`config.mk`:
```
export PLATFORM = sky130hd
export DESIGN_NAME = status_array_ctrl
export DESIGN_NICKNAME = d
export VERILOG_FILES = /design/src/rtl/status_pkg.sv /design/src/rtl/status_array_mem.sv /design/src/rtl/status_array_ctrl.sv
export SDC_FILE = /design/constraint.sdc
export NUM_CORES = 1
export LEC_CHECK = 0
export ABC_AREA = 1
export CAP_MARGIN = 30
export CELL_PAD_IN_SITES_DETAIL_PLACEMENT = 1
export CELL_PAD_IN_SITES_GLOBAL_PLACEMENT = 2
export CORE_MARGIN = 1
export CORE_UTILIZATION = 30
export DETAILED_ROUTE_END_ITERATION = 7
export DONT_BUFFER_PORTS = 1
export PLACE_DENSITY = 0.69
export SLEW_MARGIN = 25
export SYNTH_ARGS = -nofsm -noshare
export SYNTH_HDL_FRONTEND = slang
export SYNTH_SLANG_ARGS = --single-unit
```
`constraint.sdc`:
```
create_clock -name clk -period 3 [get_ports clk]
set_clock_uncertainty 0.05 [all_clocks]
set_input_delay 0.3 -clock clk [delete_from_list [all_inputs] [get_ports clk]]
set_output_delay 0.3 -clock clk [all_outputs]
set_load 0.02 [all_outputs]
```
`src/rtl/status_pkg.sv`:
```
// Shared constants, FSM encoding and row-width helper for the instruction
// cache status array (per-way use/valid bits).
package status_pkg;

    localparam int STATUS_BITS   = 2;
    localparam int USE_BIT_IDX   = 0;
    localparam int VALID_BIT_IDX = 1;

    typedef enum logic {
        ST_INIT = 1'b0,
        ST_RUN  = 1'b1
    } state_t;

    // Width of one status row: two bits (use, valid) per way.
    function automatic int row_width(input int num_ways);
        return num_ways * STATUS_BITS;
    endfunction

endpackage

```
`src/rtl/status_array_mem.sv`:
```
// Flop-based status storage: DEPTH rows of per-way use/valid pairs, one
// per-way masked write port and one registered read port that carries a
// sideband tag. A common halt freezes writes and the read register.
module status_array_mem
    import status_pkg::*;
#(
    parameter int ADDR_WIDTH = 4,
    parameter int NUM_WAYS   = 4,
    parameter int TAG_WIDTH  = 1,
    parameter int ROW_WIDTH  = row_width(NUM_WAYS)
) (
    input  logic                  clk,
    input  logic                  arst_n,
    input  logic                  halt,
    input  logic                  rd_en,
    input  logic [ADDR_WIDTH-1:0] rd_addr,
    input  logic [TAG_WIDTH-1:0]  rd_tag_in,
    input  logic                  wr_en,
    input  logic [ADDR_WIDTH-1:0] wr_addr,
    input  logic [ROW_WIDTH-1:0]  wr_data,
    input  logic [NUM_WAYS-1:0]   wr_mask,
    output logic [ROW_WIDTH-1:0]  rd_data,
    output logic [TAG_WIDTH-1:0]  rd_tag,
    output logic                  rd_valid
);

    localparam int DEPTH = 2 ** ADDR_WIDTH;

    logic [ROW_WIDTH-1:0] mem [DEPTH];

    // Masked write: only ways with their mask bit set take the new pair.
    always_ff @(posedge clk) begin
        if (wr_en && !halt) begin
            for (int w = 0; w < NUM_WAYS; w++) begin
                if (wr_mask[w]) begin
                    mem[wr_addr][w*STATUS_BITS +: STATUS_BITS] <= wr_data[w*STATUS_BITS +: STATUS_BITS];
                end
            end
        end
    end

    // Registered read port; sees pre-write contents on a same-row collision.
    always_ff @(posedge clk or negedge arst_n) begin
        if (!arst_n) begin
            rd_data  <= '0;
            rd_tag   <= '0;
            rd_valid <= 1'b0;
        end else if (!halt) begin
            rd_valid <= rd_en;
            if (rd_en) begin
                rd_data <= mem[rd_addr];
                rd_tag  <= rd_tag_in;
            end
        end
    end

endmodule

```
`src/rtl/status_array_ctrl.sv`:
```
// Status array controller: sequential initializer / flush sweep FSM in front
// of the status storage, muxing the write port between the sweep and the
// external requester, and blocking external traffic while sweeping.
module status_array_ctrl
    import status_pkg::*;
#(
    parameter int ADDR_WIDTH = 4,
    parameter int NUM_WAYS   = 4,
    parameter int TAG_WIDTH  = 1,
    parameter int ROW_WIDTH  = row_width(NUM_WAYS)
) (
    input  logic                  clk,
    input  logic                  arst_n,
    input  logic                  i_halt,
    input  logic                  i_flush,
    input  logic [TAG_WIDTH-1:0]  i_tag,
    input  logic [ADDR_WIDTH-1:0] i_r_addr,
    input  logic                  i_r_valid,
    input  logic [ADDR_WIDTH-1:0] i_w_addr,
    input  logic [ROW_WIDTH-1:0]  i_w_data,
    input  logic [NUM_WAYS-1:0]   i_w_wmask,
    input  logic                  i_w_valid,
    output logic [TAG_WIDTH-1:0]  o_tag,
    output logic [ROW_WIDTH-1:0]  o_data,
    output logic                  o_valid,
    output logic                  o_ready,
    output logic                  o_init_busy
);

    localparam int                  DEPTH    = 2 ** ADDR_WIDTH;
    localparam logic [ADDR_WIDTH-1:0] LAST_ROW = ADDR_WIDTH'(DEPTH - 1);

    state_t                  state;
    logic [ADDR_WIDTH-1:0]   sweep_cnt;

    logic                    mem_wr_en;
    logic [ADDR_WIDTH-1:0]   mem_wr_addr;
    logic [ROW_WIDTH-1:0]    mem_wr_data;
    logic [NUM_WAYS-1:0]     mem_wr_mask;
    logic                    mem_rd_en;

    // Sweep/run FSM with registered ready and busy flags.
    always_ff @(posedge clk or negedge arst_n) begin
        if (!arst_n) begin
            state       <= ST_INIT;
            sweep_cnt   <= '0;
            o_ready     <= 1'b0;
            o_init_busy <= 1'b1;
        end else if (!i_halt) begin
            if (state == ST_INIT) begin
                sweep_cnt <= sweep_cnt + ADDR_WIDTH'(1);
                if (sweep_cnt == LAST_ROW) begin
                    state       <= ST_RUN;
                    o_ready     <= 1'b1;
                    o_init_busy <= 1'b0;
                end
            end else if (i_flush) begin
                state       <= ST_INIT;
                sweep_cnt   <= '0;
                o_ready     <= 1'b0;
                o_init_busy <= 1'b1;
            end
        end
    end

    // Write-port mux: the sweep owns the port in INIT; a flush cycle drops
    // any external write.
    always_comb begin
        mem_wr_en   = 1'b0;
        mem_wr_addr = i_w_addr;
        mem_wr_data = i_w_data;
        mem_wr_mask = i_w_wmask;
        if (state == ST_INIT) begin
            mem_wr_en   = 1'b1;
            mem_wr_addr = sweep_cnt;
            mem_wr_data = '0;
            mem_wr_mask = '1;
        end else begin
            mem_wr_en   = i_w_valid && !i_flush;
        end
    end

    assign mem_rd_en = (state == ST_RUN) && i_r_valid && !i_flush;

    status_array_mem #(
        .ADDR_WIDTH (ADDR_WIDTH),
        .NUM_WAYS   (NUM_WAYS),
        .TAG_WIDTH  (TAG_WIDTH),
        .ROW_WIDTH  (ROW_WIDTH)
    ) u_mem (
        .clk       (clk),
        .arst_n    (arst_n),
        .halt      (i_halt),
        .rd_en     (mem_rd_en),
        .rd_addr   (i_r_addr),
        .rd_tag_in (i_tag),
        .wr_en     (mem_wr_en),
        .wr_addr   (mem_wr_addr),
        .wr_data   (mem_wr_data),
        .wr_mask   (mem_wr_mask),
        .rd_data   (o_data),
        .rd_tag    (o_tag),
        .rd_valid  (o_valid)
    );

endmodule

```
Word level (Yosys, flattened, before mapping)

Memories as Yosys holds them, arrays and structs flattened. A register that Yosys moved wholly into a read port is not among the register bits.
Index checks and enable logic that the tools add are counted.

Bits of input ports: 27
RAM bits: 128
Memories kept: 1
Register bits after elaboration: 9

Memory list:

| memory    | depth | width | rd ports | clocked after Yosys merged registers in | write ports | line                   | text |
|---|---|---|---|---|---|---|---|
| u_mem.mem | 16    | 8     | 1        | 1                                       | 1           | status_array_mem.sv:29 | `logic [ROW_WIDTH-1:0] mem [DEPTH];` |

Add/subtract/negate cells: 1
Reductions and logical operators: 11
Bitwise logic cells: 1
Equal/unequal tests: 2
Mux-type cells: 27

Operator list:

| kind                                                           | number |
|---|---|
| 1-bit 2-to-1 mux                                               | 22 |
| 4-bit 2-to-1 mux                                               | 4 |
| 8-bit 2-to-1 mux                                               | 1 |
| 4-bit by 1-bit adder with 4-bit output (second input constant) | 1 |
| 4-bit equality test (second input constant)                    | 1 |
| 1-bit logical AND                                              | 4 |
| 2-bit AND reduction                                            | 2 |
| 1-bit zero test                                                | 3 |
| 3-bit AND reduction                                            | 1 |
| 2-bit inequality test (second input constant)                  | 1 |
| 2-bit nonzero test                                             | 1 |
| 1-bit inverter                                                 | 1 |

Depth between registers and ports, before layout

Gate-level depths: netlist of the first run.

Depth after elaboration: 6
Mapped depth: 10

Modules after synthesis

A second synthesis of the first run with hierarchy kept.

Cells, all modules: 641
Area total of the unflattened synthesis: 6437.4 µm²

Modules (own cells, without submodules):

| module            | times used | cells each | area each (µm²) | sequential area each (µm²) |
|---|---|---|---|---|
| status_array_mem  | 1          | 565        | 5925.7          | 4093.9 |
| status_array_ctrl | 1          | 76         | 511.7           | 176.4 |

Worst setup path after synthesis of the first run

No wires, ideal clock.

Path type: register to register
Start: register state
End: memory u_mem.mem[15][2] (netlist name), enable pin
Cell stages (with the launch flop): 9
Library setup time: 309 ps
Clock period less this slack: 1734 ps
Buffers on the path: 1
Required time: 2641 ps
Arrival time: 1375 ps
Setup slack: 1266 ps
Cells stage by stage: dfrtp_1 -> inv_2 -> buf_4 -> nor2_1 -> nor2_1 -> inv_1 -> nor2_2 -> nand2_1 -> nor2_1

Longest elaborated chain between the ends: 4
Elaborated cells between the ends (all ways): 7

Ends and longest elaborated chain:

| element                                                      | line                                           | text |
|---|---|---|
| start, declared                                              | status_array_ctrl.sv:33                        | `state_t state;` |
| start signal, assigned                                       | status_array_ctrl.sv:45                        | `state <= ST_INIT;` |
| start signal, assigned                                       | status_array_ctrl.sv:53                        | `state <= ST_RUN;` |
| start signal, assigned                                       | status_array_ctrl.sv:58                        | `state <= ST_INIT;` |
| 4-bit 2-to-1 mux / 1-bit 2-to-1 mux (equally long branches)  | status_array_ctrl.sv:73                        | `if (state == ST_INIT) begin` |
| 1-bit 2-to-1 mux / 1-bit logical AND (equally long branches) | status_array_mem.sv:35, status_array_mem.sv:33 |  |
| 1-bit 2-to-1 mux                                             | status_array_mem.sv:33                         | `if (wr_en && !halt) begin` |
| 1-bit 2-to-1 mux (implied by the code)                       | status_array_mem.sv:36                         | `mem[wr_addr][w*STATUS_BITS +: STATUS_BITS] <= wr_data[w*STATUS_BITS +: STATUS_BITS];` |
| end, declared                                                | status_array_mem.sv:29                         |  |

Several ways; a longest one is shown, not always the timed one.

Final worst setup path of the first run

Start: register state
End: memory u_mem.mem[4][2] (netlist name), enable pin

The elaborated chain is that of the path after synthesis.

==> flow_summary.json, run 1 <==
{
  "hold_ws_ns": 0.01960,
  "wl_met3_microns": 496,
  "ir_worst_vdd_mv": 0.3911,
  "gp_congestion": 0.7892,
  "synth_edf_count": 128,
  "max_freq_mhz": 464.6,
  "syn_area_per_cell_sq_um": 9.201,
  "min_period_over_period": 0.7175,
  "layout_common_cells": "228 x nand2_1, 128 x edfxtp_1, 113 x inv_1",
  "io_pins": 39,
  "syn-instance-count": 724,
  "ys_warn_count": 0,
  "clkSinkCount": 145,
  "io_buffer_count": 0,
  "die_h_microns": 151.0,
  "synth-simple-area-share": 0.2534,
  "rsz0062_at_grt": "no",
  "slew_violations": 0,
  "status": "complete, no violations",
  "dr.pass1.iters": 4,
  "drt_iter0_drc": 251,
  "grt_max_degree": 66,
  "numCtsBuffers": 17,
  "final_cells": 1017,
  "synthFlopType": "edfxtp_1",
  "core_sq_um": 21820,
  "critPathKind": "register to register",
  "grt_pass1_vias": 4954,
  "dp_cells": 981,
  "rows": 54,
  "ys_types": 23,
  "setup_tns_ns": 0,
  "max-cap-violations": 0,
  "stdcell_area_sq_um": 7555,
  "overflow": 0,
  "cts_buffer_depth": 2,
  "finalHoldViolCount": 0,
  "synth_top_family_by_area": "simple AND/OR/NAND/NOR gates",
  "m1WireLength_microns": 8942,
  "nets": 752,
  "vias_per_cell": 4.715,
  "grt_usage": 0.1789,
  "dpl_cell_area_sq_um": 6942,
  "synth.area.mux_share": 0,
  "cellPowerDensity_nw_per_um2": 789.7,
  "clk_pin_slew_ns": 0.06,
  "clk_latency_ns": 0.43,
  "post_cts_resized": 0,
  "route.met2.wl_microns": 9517,
  "synth_compound_area_frac": 0.01390,
  "min_period_ns": 2.153,
  "worst_slew_pin_slew_ns": 0.7389,
  "ys_seq_area_frac": 0.6411,
  "syn2layout_area_growth_pct": 13.41,
  "async_flop_share": 0.1172,
  "worstSetupEndpointType": "register",
  "arrival_ns": 2.19,
  "synth_seq_cells": 145,
  "layout_commonest_cell": "nand2_1",
  "top_layer_used": "met4",
  "worst_setup_path_start_kind": "register",
  "avgRoutedWirePerCell_microns": 18.87,
  "drive_gt1_frac": 0.07056,
  "cts-root-buf": "clkbuf_16",
  "n_fill_cell": 2528,
  "synth-xor-area-share": 0.001315,
  "fp.dieArea_sq_um": 22800,
  "p_leak_nw": 3.353,
  "setup_violations": 0,
  "chipWidth_microns": 151.0,
  "synth_area_sq_um": 6661,
  "drt_wl_total_microns": 19190,
  "htreeDepth": 4,
  "initial_core_util": 0.3052,
  "postCtsSetupBuffers": 0,
  "path_max_fanout": 12,
  "syn_nets": 752,
  "diodes": 0,
  "ant_nets": 0,
  "slew-limit-headroom": 0.5069,
  "drc": 0,
  "hpwlAfterDp_microns": 13280,
  "hold_class": "input port to register",
  "vias": 4795,
  "grt_antenna_before_repair": 0,
  "cp.required_ns": 3.04,
  "synthAdderAreaFrac": 0.001878,
  "grt_first_pass_wirelength_microns": 29040,
  "cts_tree": "built"
}
## metrics by stage
step,util,setup slack [ns],total power [mW]
final,0.3462,0.8475,5.966
after CTS,0.3455,0.8267,6.016
after floorplan,-,1.266,3.555
after detailed placement,0.3181,0.8470,3.946
after global routing,0.3462,0.6889,6.245
after global placement,0.3181,0.8583,3.916
## timing repair
action,CTS,global route
hold buffers,3,0
hold endpoints to repair,19,0
setup endpoints to repair,0,0
## critical path, stage by stage (launching register included)
cell and delay (ns):
dfrtp_1 0.43, buf_4 0.23, nor2_1 0.15, inv_1 0.08, o21ai_2 0.10, inv_2 0.08, nor2_2 0.17, nand2_1 0.18
nor2_1 0.35
## power by group
group | total [mW] | switching [mW] | internal, mW | leakage (nW)
clock network | 2.07 | 0.850 | 1.22 | 0.269
logic | 1.11 | 0.832 | 0.279 | 1.76
registers | 2.79 | 0.209 | 2.58 | 1.33
total | 5.97 | 1.89 | 4.08 | 3.35
## state kept, by name, indices dropped and copies added, names as in the netlist
name / cells
u_mem.rd_tag: 1
u_mem.rd_data: 8
o_ready: 1
u_mem.rd_valid: 1
state: 1
o_init_busy: 1
sweep_cnt: 4
u_mem.mem: 128
## worst paths after layout
kind | startpoint | endpoint | slack, ns | cells after the start
worst min-delay path | i_halt | sweep_cnt[2] | 0.02 | 3
worst min register to register | sweep_cnt[0] | sweep_cnt[0] | 0.51 | 1
worst max-delay path | state | u_mem.mem[4][2] | 0.85 | 8
max in group asynchronous | arst_n | o_init_busy | 2.21 | 2
min in group asynchronous | arst_n | u_mem.rd_data[4] | 0.19 | 1
worst max register to register | state | u_mem.mem[4][2] | 0.85 | 8
## per-layer routing
layer | vias up | track usage
met5 | - | 0
met2 | 73 | 0.3028
met1 | 2412 | 0.2349
li1 | 2294 | -
met3 | 16 | 0.02681
met4 | 0 | 0.05600
## kinds of logic (layout without fill, tap and decap cells)
group,after synthesis,count (layout)
buf+inv,150,163
compound gates,16,16
fa+ha+maj,1,1
simple gates,411,411
xor+xnor,1,1
flops,145,145
## synthesized netlist by cell type, types with 2 or more instances
library cell | n | area (sq um)
nand2_1 | 228 | 855.8
o21ai_1 | 4 | 20.02
o21ai_0 | 2 | 10.01
or2_1 | 2 | 12.51
inv_1 | 113 | 424.2
buf_2 | 6 | 30.03
inv_2 | 5 | 18.77
nor2_2 | 6 | 37.54
dfrtp_1 | 16 | 400.4
buf_4 | 5 | 37.54
a21oi_1 | 6 | 30.03
o21ai_2 | 3 | 26.28
nand3_1 | 99 | 495.5
edfxtp_1 | 128 | 3844
clkbuf_1 | 19 | 71.32
nor2_1 | 75 | 281.5
## final cells by class
| type | count | area [sq um] | share of cell area |
|---|---|---|---|
| Inverter | 119 | 446.7 | 0.05913 |
| Clock inverter | 14 | 138.9 | 0.01838 |
| Sequential cell | 145 | 4270 | 0.5653 |
| Timing Repair Buffer | 12 | 117.6 | 0.01557 |
| Multi-Input combinational cell | 429 | 1802 | 0.2385 |
| Clock buffer | 18 | 429.2 | 0.05681 |
| Tap cell | 280 | 350.3 | 0.04637 |
Power figures use the tool's default switching activity.
==> run 2: changes to the inputs <==
clock period = 2.2 ns   (was 3 ns; I/O delays follow)
==> flow_summary.json, run 2 (synthesized netlist as in run 1, its figures left out) <==
{
  "overflow": 0,
  "cp_cell_sequence": "inv_2 > nor2_1 > nor2_1 > inv_1 > nor2_2 > nand2_1 > nor2_1 > buf_4",
  "worst_slew_pin_slew_ns": 0.6580,
  "crit_slowest_cell": "dfrtp_1",
  "p_leak_nw": 3.385,
  "fp.dieArea_sq_um": 22800,
  "drive_gt1_frac": 0.08322,
  "syn2layout_area_growth_pct": 14.20,
  "grt_max_degree": 66,
  "clk_pin_slew_ns": 0.06,
  "grt_usage": 0.1811,
  "layout_commonest_cell": "nand2_1",
  "rows": 54,
  "initial_core_util": 0.3052,
  "avgRoutedWirePerCell_microns": 18.62,
  "gp_congestion": 0.7944,
  "rrSetupSlack_ns": 0.15,
  "slowest_delay_ns": 0.44,
  "chipWidth_microns": 151.0,
  "cts_tree": "built",
  "slew-limit-headroom": 0.5608,
  "vias": 4728,
  "stdcell_area_sq_um": 7607,
  "r2r_cells": 8,
  "top_regs": "u_mem.mem (128), u_mem.rd_data (8), sweep_cnt (4)",
  "max_freq_mhz": 488.1,
  "htreeDepth": 4,
  "max-cap-violations": 0,
  "vias_per_cell": 4.613,
  "nets": 760,
  "arrival_ns": 2.14,
  "path_max_fanout": 7,
  "dpl_cell_area_sq_um": 6987,
  "numCtsBuffers": 17,
  "n_fill_cell": 2530,
  "hold_path_depth": 4,
  "grt_antenna_before_repair": 0,
  "diodes": 0,
  "dp_cells": 987,
  "utilization": 0.3486,
  "largest_reg_flops": 128,
  "r2r-start": "state",
  "rsz0062_at_grt": "yes",
  "grt_first_pass_wirelength_microns": 29380,
  "hold_class": "input port to register",
  "cts_buffer_depth": 2,
  "place_ws_ns": 0.1000,
  "clk_latency_ns": 0.42,
  "postCtsSetupBuffers": 0,
  "drt_iter0_drc": 356,
  "io_pins": 39,
  "fin_ws_ns": 0.1513,
  "layout_common_cells": "228 x nand2_1, 128 x edfxtp_1, 113 x inv_1",
  "regMostFlops": "u_mem.mem",
  "status": "complete, no violations",
  "critPathKind": "register to register",
  "r2r-end": "u_mem.mem[7][4]",
  "die_h_microns": 151.0,
  "cellPowerDensity_nw_per_um2": 1062,
  "clkSinkCount": 145,
  "slew_violations": 0,
  "io_buffer_count": 0,
  "ir_worst_vdd_mv": 0.5986,
  "dr.pass1.iters": 4,
  "grt_pass1_vias": 4948,
  "ant_nets": 0,
  "final_cells": 1025,
  "setup_violations": 0,
  "cts-root-buf": "clkbuf_16",
  "drc": 0,
  "hp-start": "i_r_addr[3]",
  "worstSetupEndpointType": "register",
  "min_period_ns": 2.049,
  "cp.required_ns": 2.29,
  "drt_wl_total_microns": 19080,
  "core_sq_um": 21820,
  "worst_setup_path_start_kind": "register",
  "min_period_over_period": 0.9312,
  "whs_endpoint": "u_mem.rd_data[3]",
  "setup_tns_ns": 0,
  "cpMostUsedCell": "nor2_1",
  "hpwlAfterDp_microns": 13110,
  "finalHoldViolCount": 0
}
-- run 2: how the worst max path moves through the flow --
stage / from / endpoint / slack, ns / cells past startpoint
after floorplan: state / u_mem.mem[15][2] / 0.47 / 8
after global placement: state / u_mem.mem[5][7] / 0.21 / 7
after detailed placement: state / u_mem.mem[7][3] / 0.10 / 7
after CTS: state / u_mem.mem[7][2] / 0.08 / 7
after global routing: state / u_mem.mem[5][6] / -0.04 / 7
final: state / u_mem.mem[7][4] / 0.15 / 8
-- run 2: critical path: cells and delay by family, from the launching register on --
family,cells,cell delay (ns)
simple gates,5,0.88
flops,1,0.44
buf+inv,3,0.39
-- run 2: layout make-up --
cell class | instances | area, sq um | share of cell area
Clock buffer | 21 | 460.4 | 0.06053
Clock inverter | 11 | 90.09 | 0.01184
Inverter | 119 | 446.7 | 0.05872
Multi-Input combinational cell | 429 | 1807 | 0.2375
Sequential cell | 145 | 4270 | 0.5613
Tap cell | 280 | 350.3 | 0.04605
Timing Repair Buffer | 20 | 182.7 | 0.02401
-- run 2: report_power, final --
| part | internal, mW | switching [mW] |
|---|---|---|
| logic | 0.415 | 1.16 |
| clock network | 1.60 | 1.10 |
| registers | 3.52 | 0.287 |
-- run 2: metal layers --
metal / GRT usage / part of all wire
met3: 0.03223 / 0.047
met1: 0.2342 / 0.45
met2: 0.3002 / 0.49
met4: 0.07100 / 0.019
met5: 0 / 0
-- run 2: per-stage QoR --
step                      hold WS [ns]  total power, mW
after floorplan                -0.1256            4.848
after global placement         -0.1252            5.371
after detailed placement       -0.1253            5.434
after CTS                      0.04369            8.174
after global routing           0.04830            8.486
final                          0.05162            8.082
-- run 2: timing repair --
| item | 4_1_cts | 5_1_grt |
|---|---|---|
| hold buffers | 5 | 0 |
| endpoints found under the hold margin | 26 | 0 |
| endpoints found under the setup margin | 0 | 8 |
| gates resized for setup | 0 | 2 |
==> run 3: changes to the inputs <==
RECOVER_POWER = 50   (was unset)
SKIP_LAST_GASP = 1   (was unset)
==> flow_summary.json, run 3 (synthesized netlist as in run 1, its figures left out) <==
{
  "r2r_cells": 8,
  "core_sq_um": 21820,
  "layout_commonest_cell": "nand2_1",
  "overflow": 0,
  "min_period_ns": 2.051,
  "largest_reg_flops": 128,
  "clkSinkCount": 145,
  "max_freq_mhz": 487.6,
  "critPathKind": "register to register",
  "crit_slowest_cell": "dfrtp_1",
  "hold_ws_ns": 0.05786,
  "syn2layout_area_growth_pct": 13.97,
  "finalHoldViolCount": 0,
  "grt_antenna_before_repair": 0,
  "cellPowerDensity_nw_per_um2": 1063,
  "die_h_microns": 151.0,
  "worst_slew_pin_slew_ns": 0.6628,
  "hp-start": "i_r_addr[3]",
  "ant_nets": 0,
  "cts_buffer_depth": 2,
  "avgRoutedWirePerCell_microns": 18.61,
  "clk_pin_slew_ns": 0.06,
  "vias_per_cell": 4.595,
  "drt_wl_total_microns": 19080,
  "io_pins": 39,
  "slew-limit-headroom": 0.5576,
  "r2r-start": "state",
  "p_total_mw": 8.070,
  "whs_endpoint": "u_mem.rd_data[3]",
  "worstSetupEndpointType": "register",
  "htreeDepth": 4,
  "io_buffer_count": 0,
  "cp.required_ns": 2.29,
  "hold_class": "input port to register",
  "grt_max_degree": 66,
  "ir_worst_vdd_mv": 0.5952,
  "slowest_delay_ns": 0.44,
  "utilization": 0.3479,
  "grt_pass1_vias": 4948,
  "layout_common_cells": "228 x nand2_1, 128 x edfxtp_1, 113 x inv_1",
  "path_max_fanout": 7,
  "clk_latency_ns": 0.42,
  "cts-root-buf": "clkbuf_16",
  "gp_congestion": 0.7944,
  "rrSetupSlack_ns": 0.15,
  "p_leak_nw": 3.376,
  "regMostFlops": "u_mem.mem",
  "chipWidth_microns": 151.0,
  "vias": 4710,
  "diodes": 0,
  "critPathBufInv": 3,
  "fp.dieArea_sq_um": 22800,
  "r2r-end": "u_mem.mem[7][4]",
  "hold_path_depth": 4,
  "top_regs": "u_mem.mem (128), u_mem.rd_data (8), sweep_cnt (4)",
  "drive_gt1_frac": 0.07919,
  "drt_iter0_drc": 381,
  "setup_violations": 0,
  "cpLargestDelayFamily": "simple AND/OR/NAND/NOR gates",
  "min_period_over_period": 0.9322,
  "postCtsSetupBuffers": 0,
  "seqCellArea_sq_um": 4270,
  "status": "complete, no violations",
  "numCtsBuffers": 17,
  "rows": 54,
  "nets": 760,
  "arrival_ns": 2.14,
  "initial_core_util": 0.3052,
  "cp_cell_sequence": "inv_2 > nor2_1 > nor2_1 > inv_1 > nor2_2 > nand2_1 > nor2_1 > buf_4",
  "worst_setup_path_start_kind": "register",
  "rsz0062_at_grt": "yes",
  "slew_violations": 0,
  "dr.pass1.iters": 4,
  "grt_usage": 0.1811,
  "n_fill_cell": 2531,
  "cts_tree": "built",
  "multi_input_area_sq_um": 1807,
  "hpwlAfterDp_microns": 13110,
  "grt_first_pass_wirelength_microns": 29380,
  "max-cap-violations": 0,
  "cpMostUsedCell": "nor2_1",
  "drc": 0,
  "setup_tns_ns": 0
}
## run 3: changes by cell type in the layout (fill, tap and decap cells not counted)
cell,change
buf_4,-1
buf_8,-1
clkbuf_1,+2
dfstp_1,+1
dfstp_2,-1
## run 3: cell type report
class,count,share of cell area
Multi-Input combinational cell,429,0.2380
Clock buffer,21,0.06065
Inverter,119,0.05883
Clock inverter,11,0.01187
Tap cell,280,0.04614
Timing Repair Buffer,20,0.02208
Sequential cell,145,0.5625
## run 3: how the worst max path moves through the flow
stage	start	to	slack (ns)	cells past startpoint
3_5_place_dp	state	u_mem.mem[7][3]	0.10	7
4_1_cts	state	u_mem.mem[7][2]	0.08	7
6_report	state	u_mem.mem[7][4]	0.15	8
3_3_place_gp	state	u_mem.mem[5][7]	0.21	7
2_1_floorplan	state	u_mem.mem[15][2]	0.47	8
5_1_grt	state	u_mem.mem[5][6]	-0.04	7
## run 3: where the power goes
group	internal [mW]	switching [mW]	leakage, nW
Combinational	0.412	1.16	1.78
Sequential	3.51	0.285	1.33
Clock	1.60	1.10	0.264
## run 3: what timing repair did
item	in CTS	in global routing
endpoints found under the hold margin	26	0
hold buffers	5	0
gates resized for setup	0	2
endpoints found under the setup margin	0	8
## run 3: stage by stage
stage	instance area, sq um	worst slack [ns]	instances
2_1_floorplan	6661	0.4663	724
3_3_place_gp	6987	0.2058	987
3_5_place_dp	6987	0.1000	987
4_1_cts	7587	0.07760	1024
5_1_grt	7592	-0.03987	1025
6_report	7592	0.1492	1025
## run 3: tightest hold or removal path: cells and delay by family
kind	cells	cell delay (ns)
AND/OR/NAND/NOR	4	0.26
## run 3: metal layers
layer / GRT usage / wire length, microns / vias up
met5: 0 / 0 / -
met1: 0.2342 / 8609 / 2305
met3: 0.03223 / 816 / 14
met4: 0.07100 / 265 / 0
met2: 0.3002 / 9387 / 82
li1: - / - / 2309
